### src/rtl/bcd_conv_sched.sv
// Four-channel binary-to-BCD scheduler: one shared shift-add-3 engine, round-robin
// arbitration over per-channel request/refresh pending flags, per-channel result hold.
module bcd_conv_sched #(
  parameter int unsigned REFRESH_CYCLES = 32'd5_000_000
) (
  input  logic        clk,
  input  logic        rst_n,
  input  logic [47:0] bin_bus,
  input  logic [3:0]  req,
  output logic [63:0] bcd_bus,
  output logic [3:0]  valid,
  output logic        busy,
  output logic        done,
  output logic [1:0]  done_ch
);

  typedef enum logic [1:0] {
    IDLE  = 2'd0,
    LOAD  = 2'd1,
    SHIFT = 2'd2,
    WRITE = 2'd3
  } state_t;

  localparam bit          REF_EN   = (REFRESH_CYCLES != 32'd0);
  localparam logic [31:0] REF_LAST = REF_EN ? (REFRESH_CYCLES - 32'd1) : 32'd0;

  state_t      state_r, state_nxt_s;
  logic [3:0]  pend_r, pend_nxt_s, clr_s;
  logic [1:0]  ptr_r, ch_r;
  logic [3:0]  cnt_r;
  logic [27:0] sh_r;
  logic [15:0] bcd_r [4];
  logic [3:0]  valid_r;
  logic        busy_r, done_r;
  logic [1:0]  done_ch_r;
  logic [31:0] ref_cnt_r;
  logic        tick_s;
  logic        grant_vld_s;
  logic [1:0]  grant_ch_s;
  logic [11:0] bin_sel_s;

  // One double-dabble step: correct every BCD nibble >= 5, then shift left.
  function automatic logic [27:0] bcd_step(input logic [27:0] v);
    logic [27:0] t;
    t = v;
    for (int i = 0; i < 4; i++) begin
      t[12 + 4*i +: 4] = (t[12 + 4*i +: 4] >= 4'd5) ? (t[12 + 4*i +: 4] + 4'd3)
                                                    : t[12 + 4*i +: 4];
    end
    return {t[26:0], 1'b0};
  endfunction

  // Refresh tick on the last count of the free-running period.
  always_comb begin
    tick_s = 1'b0;
    if (REF_EN) begin
      tick_s = (ref_cnt_r == REF_LAST);
    end else begin
      tick_s = 1'b0;
    end
  end

  // Free-running refresh counter, independent of the FSM.
  always_ff @(posedge clk) begin
    if (!rst_n) begin
      ref_cnt_r <= 32'd0;
    end else if (!REF_EN || tick_s) begin
      ref_cnt_r <= 32'd0;
    end else begin
      ref_cnt_r <= ref_cnt_r + 32'd1;
    end
  end

  // Round-robin search from ptr; descending loop so the nearest pending channel wins.
  always_comb begin
    grant_vld_s = 1'b0;
    grant_ch_s  = ptr_r;
    for (int i = 3; i >= 0; i--) begin
      if (pend_r[ptr_r + 2'(i)]) begin
        grant_vld_s = 1'b1;
        grant_ch_s  = ptr_r + 2'(i);
      end else begin
        grant_vld_s = grant_vld_s;
        grant_ch_s  = grant_ch_s;
      end
    end
  end

  // Channel slice selected for loading.
  always_comb begin
    bin_sel_s = 12'd0;
    case (ch_r)
      2'd0:    bin_sel_s = bin_bus[11:0];
      2'd1:    bin_sel_s = bin_bus[23:12];
      2'd2:    bin_sel_s = bin_bus[35:24];
      2'd3:    bin_sel_s = bin_bus[47:36];
      default: bin_sel_s = 12'd0;
    endcase
  end

  // Next state and pending-flag update; a set beats a same-cycle clear.
  always_comb begin
    state_nxt_s = state_r;
    clr_s       = 4'd0;
    case (state_r)
      IDLE: begin
        if (grant_vld_s) begin
          state_nxt_s = LOAD;
          clr_s       = 4'b0001 << grant_ch_s;
        end else begin
          state_nxt_s = IDLE;
        end
      end
      LOAD:    state_nxt_s = SHIFT;
      SHIFT:   state_nxt_s = (cnt_r == 4'd11) ? WRITE : SHIFT;
      WRITE:   state_nxt_s = IDLE;
      default: state_nxt_s = IDLE;
    endcase
    pend_nxt_s = (pend_r & ~clr_s) | req | {4{tick_s}};
  end

  // State, datapath and registered outputs.
  always_ff @(posedge clk) begin
    if (!rst_n) begin
      state_r   <= IDLE;
      pend_r    <= 4'd0;
      ptr_r     <= 2'd0;
      ch_r      <= 2'd0;
      cnt_r     <= 4'd0;
      sh_r      <= 28'd0;
      valid_r   <= 4'd0;
      busy_r    <= 1'b0;
      done_r    <= 1'b0;
      done_ch_r <= 2'd0;
      for (int k = 0; k < 4; k++) begin
        bcd_r[k] <= 16'd0;
      end
    end else begin
      state_r <= state_nxt_s;
      pend_r  <= pend_nxt_s;
      busy_r  <= (state_nxt_s != IDLE);
      done_r  <= 1'b0;
      case (state_r)
        IDLE: begin
          if (grant_vld_s) begin
            ch_r <= grant_ch_s;
          end else begin
            ch_r <= ch_r;
          end
        end
        LOAD: begin
          sh_r  <= {16'd0, bin_sel_s};
          cnt_r <= 4'd0;
        end
        SHIFT: begin
          sh_r  <= bcd_step(sh_r);
          cnt_r <= cnt_r + 4'd1;
        end
        WRITE: begin
          bcd_r[ch_r]   <= sh_r[27:12];
          valid_r[ch_r] <= 1'b1;
          done_r        <= 1'b1;
          done_ch_r     <= ch_r;
          ptr_r         <= ch_r + 2'd1;
        end
        default: begin
          ch_r <= ch_r;
        end
      endcase
    end
  end

  assign bcd_bus = {bcd_r[3], bcd_r[2], bcd_r[1], bcd_r[0]};
  assign valid   = valid_r;
  assign busy    = busy_r;
  assign done    = done_r;
  assign done_ch = done_ch_r;

endmodule
### config.mk
export PLATFORM = sky130hd
export DESIGN_NAME = bcd_conv_sched
export DESIGN_NICKNAME = d
export VERILOG_FILES = /design/src/rtl/bcd_conv_sched.sv
export SDC_FILE = /design/constraint.sdc
export NUM_CORES = 1
export LEC_CHECK = 0
export CORE_MARGIN = 2
export CORE_UTILIZATION = 47
export DETAILED_ROUTE_END_ITERATION = 6
export MAX_ROUTING_LAYER = met4
export PLACE_DENSITY_LB_ADDON = 0.12
export SYNTH_ARGS = -nofsm -noshare
export SYNTH_HDL_FRONTEND = slang
export SYNTH_SLANG_ARGS = --single-unit
### constraint.sdc
create_clock -name clk -period 2.2 [get_ports clk]
set_input_delay 0.55 -clock clk [delete_from_list [all_inputs] [get_ports clk]]
set_output_delay 0.55 -clock clk [all_outputs]
set_load 0.01 [all_outputs]
# Word-level counts from Yosys, hierarchy flattened
# Memories as Yosys holds them, arrays and structs flattened.
# Index checks and enable logic that the tools add are counted.
# totals
ff_bits,82
ram_bits,64
in_bits,54
out_inout_bits,72
wordCells,92
n_memories,1
# op_classes
add_sub_neg,10
n_lt_le_gt_ge,10
n_eq_ne,8
shift,1
muxes,37
n_bitwise,6
n_reduce_logical,8
# memory_table
name,depth,width,read_ports,rd_clocked_by_memory_dff,write_ports,line_no,source
bcd_r,4,16,4,0,4,32,logic [15:0] bcd_r [4];
# ops
op,count
28-bit case mux with 2 select lines,1
12-bit case mux with 4 select lines,1
"32-bit by 1-bit adder with 32-bit output, second input constant",1
"32-bit by 23-bit == test with 1-bit output, second input constant",1
4-bit 2-to-1 mux,5
"4-bit by 3-bit >= comparator with 1-bit output, second input constant",4
1-bit 2-to-1 mux,16
16-bit 2-to-1 mux,1
16-bit OR reduction,1
"2-bit by 3-bit < comparator with 1-bit output, second input constant",5
"4-bit by 2-bit adder with 4-bit output, second input constant",3
4-bit bitwise OR,3
2-bit 2-to-1 mux,5
1-bit binary-select mux with 2-bit select,4
"2-bit == test, second input constant",4
2-bit case mux with 4 select lines,1
4-bit case mux with 2 select lines,1
"2-bit by 1-bit adder with 2-bit output, second input constant",2
"2-bit adder, second input constant",2
"4-bit by 1-bit adder with 4-bit output, second input constant",1
4-bit bitwise AND,1
"2-bit by 1-bit == test with 1-bit output, second input constant",2
"4-bit == test, second input constant",1
2-bit logical NOT,2
11 further kinds,12

# Longest topological paths before layout
# Gate-level depths: netlist (run 1).
# depth
depth_word,14
depth_mapped,9
mapped_depth_nobuf,7

# Least setup slack after synthesis (run 1)
# OpenSTA, ideal clock, no wires.
# synth_timing
path_type,reg2reg
start,register state_r[1]
end,"memory bcd_r[0][0], enable pin"
setup_time_ns,0.375
arrival_time_ns,1.809
t_required_ns,1.825
setup_slack_ns,0.016
path_stages_with_launch,7
path_buffers,2
period_less_slack_ns,2.184
path_cell_list,dfxtp_1 -> ha_1 -> clkbuf_1 -> nand2_1 -> clkbuf_1 -> nor3_1 -> nand2b_1
# synth_rtl
element,line_no,source
"start, declared",27,"state_t state_r, state_nxt_s;"
"start signal, assigned",139,state_r <= state_nxt_s;
"end, declared",32,

# Final worst setup path (run 1)
# layout_timing
start,register ch_r[1]
end,register sh_r[1]
# layout_via
elab_chain_cells,3
elab_cells_between_ends,6
cone_classes,3 x eq/ne; 2 x mux; 1 x reduce/logical
# layout_lines
element,line_no,source
"start, declared",29,"logic [1:0] ptr_r, ch_r;"
"start signal, assigned",146,ch_r <= grant_ch_s;
"start signal, assigned",148,ch_r <= ch_r;
"start signal, assigned",167,ch_r <= ch_r;
"2-bit == test, or another cell as far along",92,case (ch_r)
12-bit case mux with 4 select lines (*),92,
28-bit case mux with 2 select lines (*),143,case (state_r)
"end signal, assigned",152,"sh_r <= {16'd0, bin_sel_s};"
"end signal, assigned",156,sh_r <= bcd_step(sh_r);
"end, declared",31,logic [27:0] sh_r;
# Mark *: on every way between the ends. The rest lies on a longest branch, timed or not.
# A chain may end at the register's enable or synchronous reset.

==> run metrics, run 1 <==
Peak VDD IR between 500 and 600 uV; cells resized by post-CTS repair 0; Async SR Flop Fraction 0%; ys flop type dfxtp_1; final instance area between 0.008 and 0.009 sq mm; hold buffer count at cts 0; router iterations before antenna repair 5; EDFF count, synth 64; fin nets roughly 840; number of global-route vias before repair 5,053; Starting Density a little under half; Via density between 5 and 6; Unique masters post-synth 51; Setup TNS Final 0 ps; crit-path max FO 13; sequential share of the synthesized area between 50 and 60%; die area between 0.01 and 0.015 sq mm; Syn Area/Cell 10.3 sq um; Least-Margin Pin Slew ~750 ps; Clk pin slew, worst setup/hold paths 60 ps; crit path time final roughly 1900 ps; grt total ovfl 0; crit start category register; ratio of cells with drive above 1 in the final layout under 10%; DP Area around 0.0081 sq mm; antenna diode count 0; status finished clean; core region area about 0.014 sq mm; routability cong. a little over 0.8; die height 122 um; Area growth, synth to finish 33.4%; Critical Path RT roughly 2500 ps; I/O pins approximately 130; Yosys warnings 0; Cell Rows 43; leakage approximately 3.1 nW; Syn Nets about 700; Max Cap Viol 0; Routed WL between 10,000 and 15,000 um; CTS tree built; PortBufs between 100 and 150; total CTS buffers 17; Worst-Skew Late Latency ~420 ps; Setup CP Type reg2reg; DR iter-0 viols about 360; wire length per cell 15.4 um; arrival time worst endpoint between 2000 and 2500 ps; first-pass GRT wire length approximately 24,000 um; max_slew headroom 49.9%; RSZ-0062 raised after global routing no; Post-Syn Area roughly 0.0065 sq mm; Remaining DRCs 0; vias ~5,300; Max clock buf depth 2; Total Power about 6.9 mW; H-Tree Depth 4; pwr dens roughly 800 mW/mm^2; Clock Skews ~7.7 ps; Slew Limit Fails 0; setup violators final 0; Final ANT Viol Nets 0; HP Class reg2reg; number of synthesized register bits between 100 and 150; period utilization roughly 88%; Gate Count Post-Synth 633; Hold Vio Cnt, Final 0; Setup crit end kind register; initial antenna violation count 0; Clock Root Buffer clkbuf_16; Total GRT Usage between 20% and 30%; die width 122 um; total setup buffers inserted after CTS 0; CTS Sinks around 150; Max Clk Rate about 520 MHz; DP HPWL 10,600 um; largest net degree at the start of global routing 46
-- through the flow --
step / hold WS, ps / setup WS (ps) / utilization [%] / cells
5_1_grt: 491 / 150 / 63.4 / 960
6_report: 453 / 272 / 63.4 / 960
3_3_place_gp: 441 / 214 / 59.0 / 928
4_1_cts: 459 / 271 / 63.4 / 960
3_5_place_dp: 446 / 172 / 59.0 / 928
2_1_floorplan: 430 / 16.3 / - / 633
-- final timing paths --
path                  endpoint         start  cells past startpoint  slack (ps)
setup / recovery       sh_r[1]       ch_r[1]                      7         270
hold / removal    ref_cnt_r[0]  ref_cnt_r[0]                      1         450
setup reg to reg       sh_r[1]       ch_r[1]                      7         270
hold reg to reg   ref_cnt_r[0]  ref_cnt_r[0]                      1         450
-- critical path, stage by stage, from the launching register on --
cell and delay [ps]:
dfxtp_1 460, inv_1 180, ha_1 400, a222oi_1 330, nand2_1 90, o211a_1 140, a21oi_1 110, a21oi_1 80
-- cell usage after synthesis (3+ instances only) --
master	number	area (sq um)
a32oi_1	5	43.8
mux2i_1	9	90.1
xor2_1	20	175
ha_1	17	213
nand2b_1	8	50.1
nand4_1	11	68.8
a222oi_1	12	120
o31ai_1	4	30.0
inv_1	23	86.3
nand2_1	46	173
and4_1	4	35.0
and3_1	9	56.3
nor2_1	66	248
o31a_1	6	52.6
buf_1	5	18.8
or3_1	5	31.3
nor3_1	10	50.1
o22ai_1	5	31.3
nor2b_1	3	18.8
nor4_1	36	225
clkbuf_1	30	113
nand3_1	16	80.1
and2_1	21	131
a31oi_1	11	68.8
xnor2_1	9	78.8
o211ai_1	11	82.6
nor4_4	3	63.8
or2_2	3	18.8
o21ai_0	22	110
dfxtp_1	82	1640
edfxtp_1	64	1920
a21oi_1	27	135
a22oi_1	6	45.0
-- cells in the final DEF, fill, tap and decap left out, types with 8 or more instances in the layout --
cell	count
mux2i_1	9
xnor2_1	9
nor2_1	66
and2_1	21
clkbuf_16	19
nor3_1	10
nand3_1	16
nand4_1	11
a31oi_1	11
buf_4	25
o21ai_0	22
inv_1	23
a21oi_1	27
ha_1	17
edfxtp_1	64
xor2_1	20
a222oi_1	12
and3_1	9
dfxtp_1	82
nand2b_1	8
nor4_1	36
clkdlybuf4s50_1	125
o211ai_1	11
nand2_1	46
-- power breakdown --
group	total, mW	switching, mW	internal, mW
Clock	2.80	1.08	1.72
Combinational	1.06	0.594	0.469
Sequential	3.07	0.0892	2.98
-- layout make-up --
cell class | count | area (sq um)
Clock buffer | 21 | 493
Clock inverter | 11 | 103
Fill cell | 1113 | 5030
Inverter | 25 | 93.8
Multi-Input combinational cell | 423 | 2700
Sequential cell | 146 | 3560
Tap cell | 180 | 225
Timing Repair Buffer | 154 | 1520
-- routing by layer --
metal	global-route usage, %	routed length [um]	up-vias
li1	-	-	2591
met1	26.4	6760	2506
met2	34.4	7120	153
met3	4.68	682	21
met4	8.12	240	0
met5	-	0	-
-- cell families (layout without fill, tap and decap cells) --
family	count (synthesis)	in the layout	synth area share [%]
xor gates and xnor gates	29	29	3.90
AOI/OAI and AO/OA	117	117	12.2
DFF	146	146	54.7
muxes	9	9	1.38
and+or+nand+nor	251	251	20.6
adders and majority gates	17	17	3.26
buffers and inverters	64	211	3.96
-- state kept, by name, indices dropped and copies added, names as in the netlist, 2 cells and up --
| name | cells |
|---|---|
| bcd_r | 64 |
| ch_r | 2 |
| cnt_r | 4 |
| done_ch | 2 |
| pend_r | 4 |
| ptr_r | 2 |
| ref_cnt_r | 32 |
| sh_r | 28 |
| state_r | 2 |
| valid | 4 |
(Power assumes the default switching activity.)
==> run 2: changes to the inputs <==
--- a/config.mk
+++ b/config.mk
@@ -6,7 +6,8 @@
 export NUM_CORES = 1
 export LEC_CHECK = 0
 export CORE_MARGIN = 2
-export CORE_UTILIZATION = 47
+export CORE_UTILIZATION = 58
+export CTS_BUF_LIST = sky130_fd_sc_hd__clkbuf_8
 export DETAILED_ROUTE_END_ITERATION = 6
 export MAX_ROUTING_LAYER = met4
 export PLACE_DENSITY_LB_ADDON = 0.12
==> constraint.sdc (replaced) <==
create_clock -name clk -period 2.4 [get_ports clk]
set_input_delay 0.6 -clock clk [delete_from_list [all_inputs] [get_ports clk]]
set_output_delay 0.6 -clock clk [all_outputs]
set_load 0.01 [all_outputs]
==> run 2 against run 1 <==
  * Worst setup slack got worse by 38 ps
  * Sequential power decreased by 8.5%
  * Via count increased by 1.8%
  * Count of clock-buffer cells in the layout decreased by 4
  * Flip-flop and latch count unchanged
  * Largest cell class unchanged
==> run metrics, run 2 (same netlist as run 1, synthesis figures left out) <==
status finished clean (unchanged); Setup CP Type reg2reg (unchanged); Slew Limit Fails 0 (unchanged); ratio of cells with drive above 1 in the final layout 8.74% (was 9.23%); Worst-Skew Late Latency 450 ps (was 420 ps); wire length per cell 16.4 um (was 15.4 um); Clock Skews 26.4 ps (was 7.66 ps); Total GRT Usage 26.8% (was 21.3%); Clock Root Buffer clkbuf_8 (was clkbuf_16); cells resized by post-CTS repair 0 (unchanged); DR iter-0 viols 405 (was 364); Min Hold Slack 465 ps (was 453 ps); H-Tree Depth 4 (unchanged); arrival time worst endpoint 2460 ps (was 2220 ps); final instance area 0.00838 sq mm (was 0.00869 sq mm); CTS Sinks 146 (unchanged); Hold Vio Cnt, Final 0 (unchanged); Setup crit end kind register (unchanged); number of global-route vias before repair 5,103 (was 5,053); Final ANT Viol Nets 0 (unchanged); hold buffer count at cts 0 (unchanged); CTS tree built (unchanged); router iterations before antenna repair 6 (was 5); total setup buffers inserted after CTS 0 (unchanged); max_slew headroom 56.4% (was 49.9%); Max Cap Viol 0 (unchanged); Clk pin slew, worst setup/hold paths 80 ps (was 60 ps); DP HPWL 10,500 um (was 10,600 um); Max Clk Rate 462 MHz (was 519 MHz); RSZ-0062 raised after global routing no (unchanged); crit-path max FO 26 (was 13); leakage 3.02 nW (was 3.13 nW); initial antenna violation count 1 (was 0); crit path buf inv count 0 (was 1); DP Area 0.00802 sq mm (was 0.00810 sq mm); HP Class reg2reg (unchanged); Area growth, synth to finish 28.5% (was 33.4%); vias 5,364 (was 5,271); Total Power 5.53 mW (was 6.93 mW); I/O pins 126 (unchanged); Inst Count DP 886 (was 928); first-pass GRT wire length 24,300 um (was 24,100 um); die width 110 um (was 122 um); commonest non-fill, non-tap cells in the layout 125 x clkdlybuf4s50_1, 82 x dfxtp_1, 66 x nor2_1, 64 x edfxtp_1, 46 x nand2_1 (unchanged); period utilization 90.2% (was 87.6%); crit start category register (unchanged); routability cong. 0.834 (was 0.827); Starting Density 59.8% (was 47.5%); fin nets 836 (was 838); core region area 0.0109 sq mm (was 0.0137 sq mm); die area 0.0121 sq mm (was 0.0148 sq mm); Setup TNS Final 0 ps (unchanged); Slowest-stage cell, CP or4b_4 (was dfxtp_1); Routed WL 15,100 um (was 14,800 um); multi-input logic area 0.00270 sq mm (unchanged); Via density 5.84 (was 5.49); die height 110 um (was 122 um); critical-path cell list or4b_4 > nor4_4 > nand2_2 > o21ai_4 > nor2_1 (was inv_1 > ha_1 > a222oi_1 > nand2_1 > o211a_1 > a21oi_1 > a21oi_1); largest net degree at the start of global routing 46 (unchanged); Non-Filler Instances 919 (was 960); DP Worst Slack 249 ps (was 172 ps); register with the most flip-flops bcd_r (unchanged); Cell Rows 38 (was 43); crit path time final 2170 ps (was 1930 ps); Layout Utilization 76.9% (was 63.4%); commonest non-fill, non-tap cell in the layout clkdlybuf4s50_1 (unchanged); CP max stage delay 560 ps (was 460 ps); Critical Path RT 2700 ps (was 2500 ps); Peak VDD IR 368 uV (was 559 uV); family with the most delay on the worst path simple AND/OR/NAND/NOR gates (was compound AO/OA/AOI/OAI gates); sequential cell area 0.00356 sq mm (unchanged); grt total ovfl 0 (unchanged); Least-Margin Pin Slew 652 ps (was 748 ps); Fillers 752 (was 1,113); Max clock buf depth 2 (unchanged); total CTS buffers 17 (unchanged); setup violators final 0 (unchanged); top flop regs bcd_r: 64 flops, ref_cnt_r: 32 flops, sh_r: 28 flops (unchanged); setup slack after layout 234 ps (was 272 ps); Remaining DRCs 0 (unchanged); max FFs per register 64 (unchanged); PortBufs 125 (unchanged); pwr dens 660 mW/mm^2 (was 797 mW/mm^2)
-- run 2: cell types whose count changed in the layout (fill, tap and decap cells not counted), sizes merged --
| cell | delta |
|---|---|
| inv | +7 |
| clkbuf | -4 |
| buf | -2 |
| clkinvlp | -2 |
| clkinv | -1 |
| diode | +1 |
-- run 2: where the power goes --
| group | switching (mW) | total, mW | internal (mW) |
|---|---|---|---|
| Combinational | 0.539 | 0.966 | 0.427 |
| Clock | 0.945 | 1.75 | 0.810 |
| Sequential | 0.0802 | 2.81 | 2.73 |
| Total | 1.56 | 5.53 | 3.96 |
-- run 2: per-layer routing --
layer	GRT usage, %	share of wire (%)	wire length (um)
met1	32.4	43	6430
met5	-	0	0
met4	10.1	2.0	295
met2	44.1	49	7400
met3	6.00	6.3	955
-- run 2: area by class of cell --
| type | count | share of cell area, % |
|---|---|---|
| flip-flops and latches | 146 | 42.5 |
| multi-input cells | 423 | 32.2 |
| repair buffers | 152 | 17.8 |
| clock buffers | 17 | 2.79 |
| well taps | 140 | 2.09 |
| clock inverters | 15 | 1.43 |
| inverters | 25 | 1.12 |
| diodes | 1 | 0.0299 |
-- run 2: worst paths after layout --
check                 from       endpoint  slack (ps)  cells after the start
min reg2reg   ref_cnt_r[0]   ref_cnt_r[0]         470                      1
max          ref_cnt_r[24]  ref_cnt_r[30]         230                      5
min           ref_cnt_r[0]   ref_cnt_r[0]         470                      1
max reg2reg  ref_cnt_r[24]  ref_cnt_r[30]         230                      5
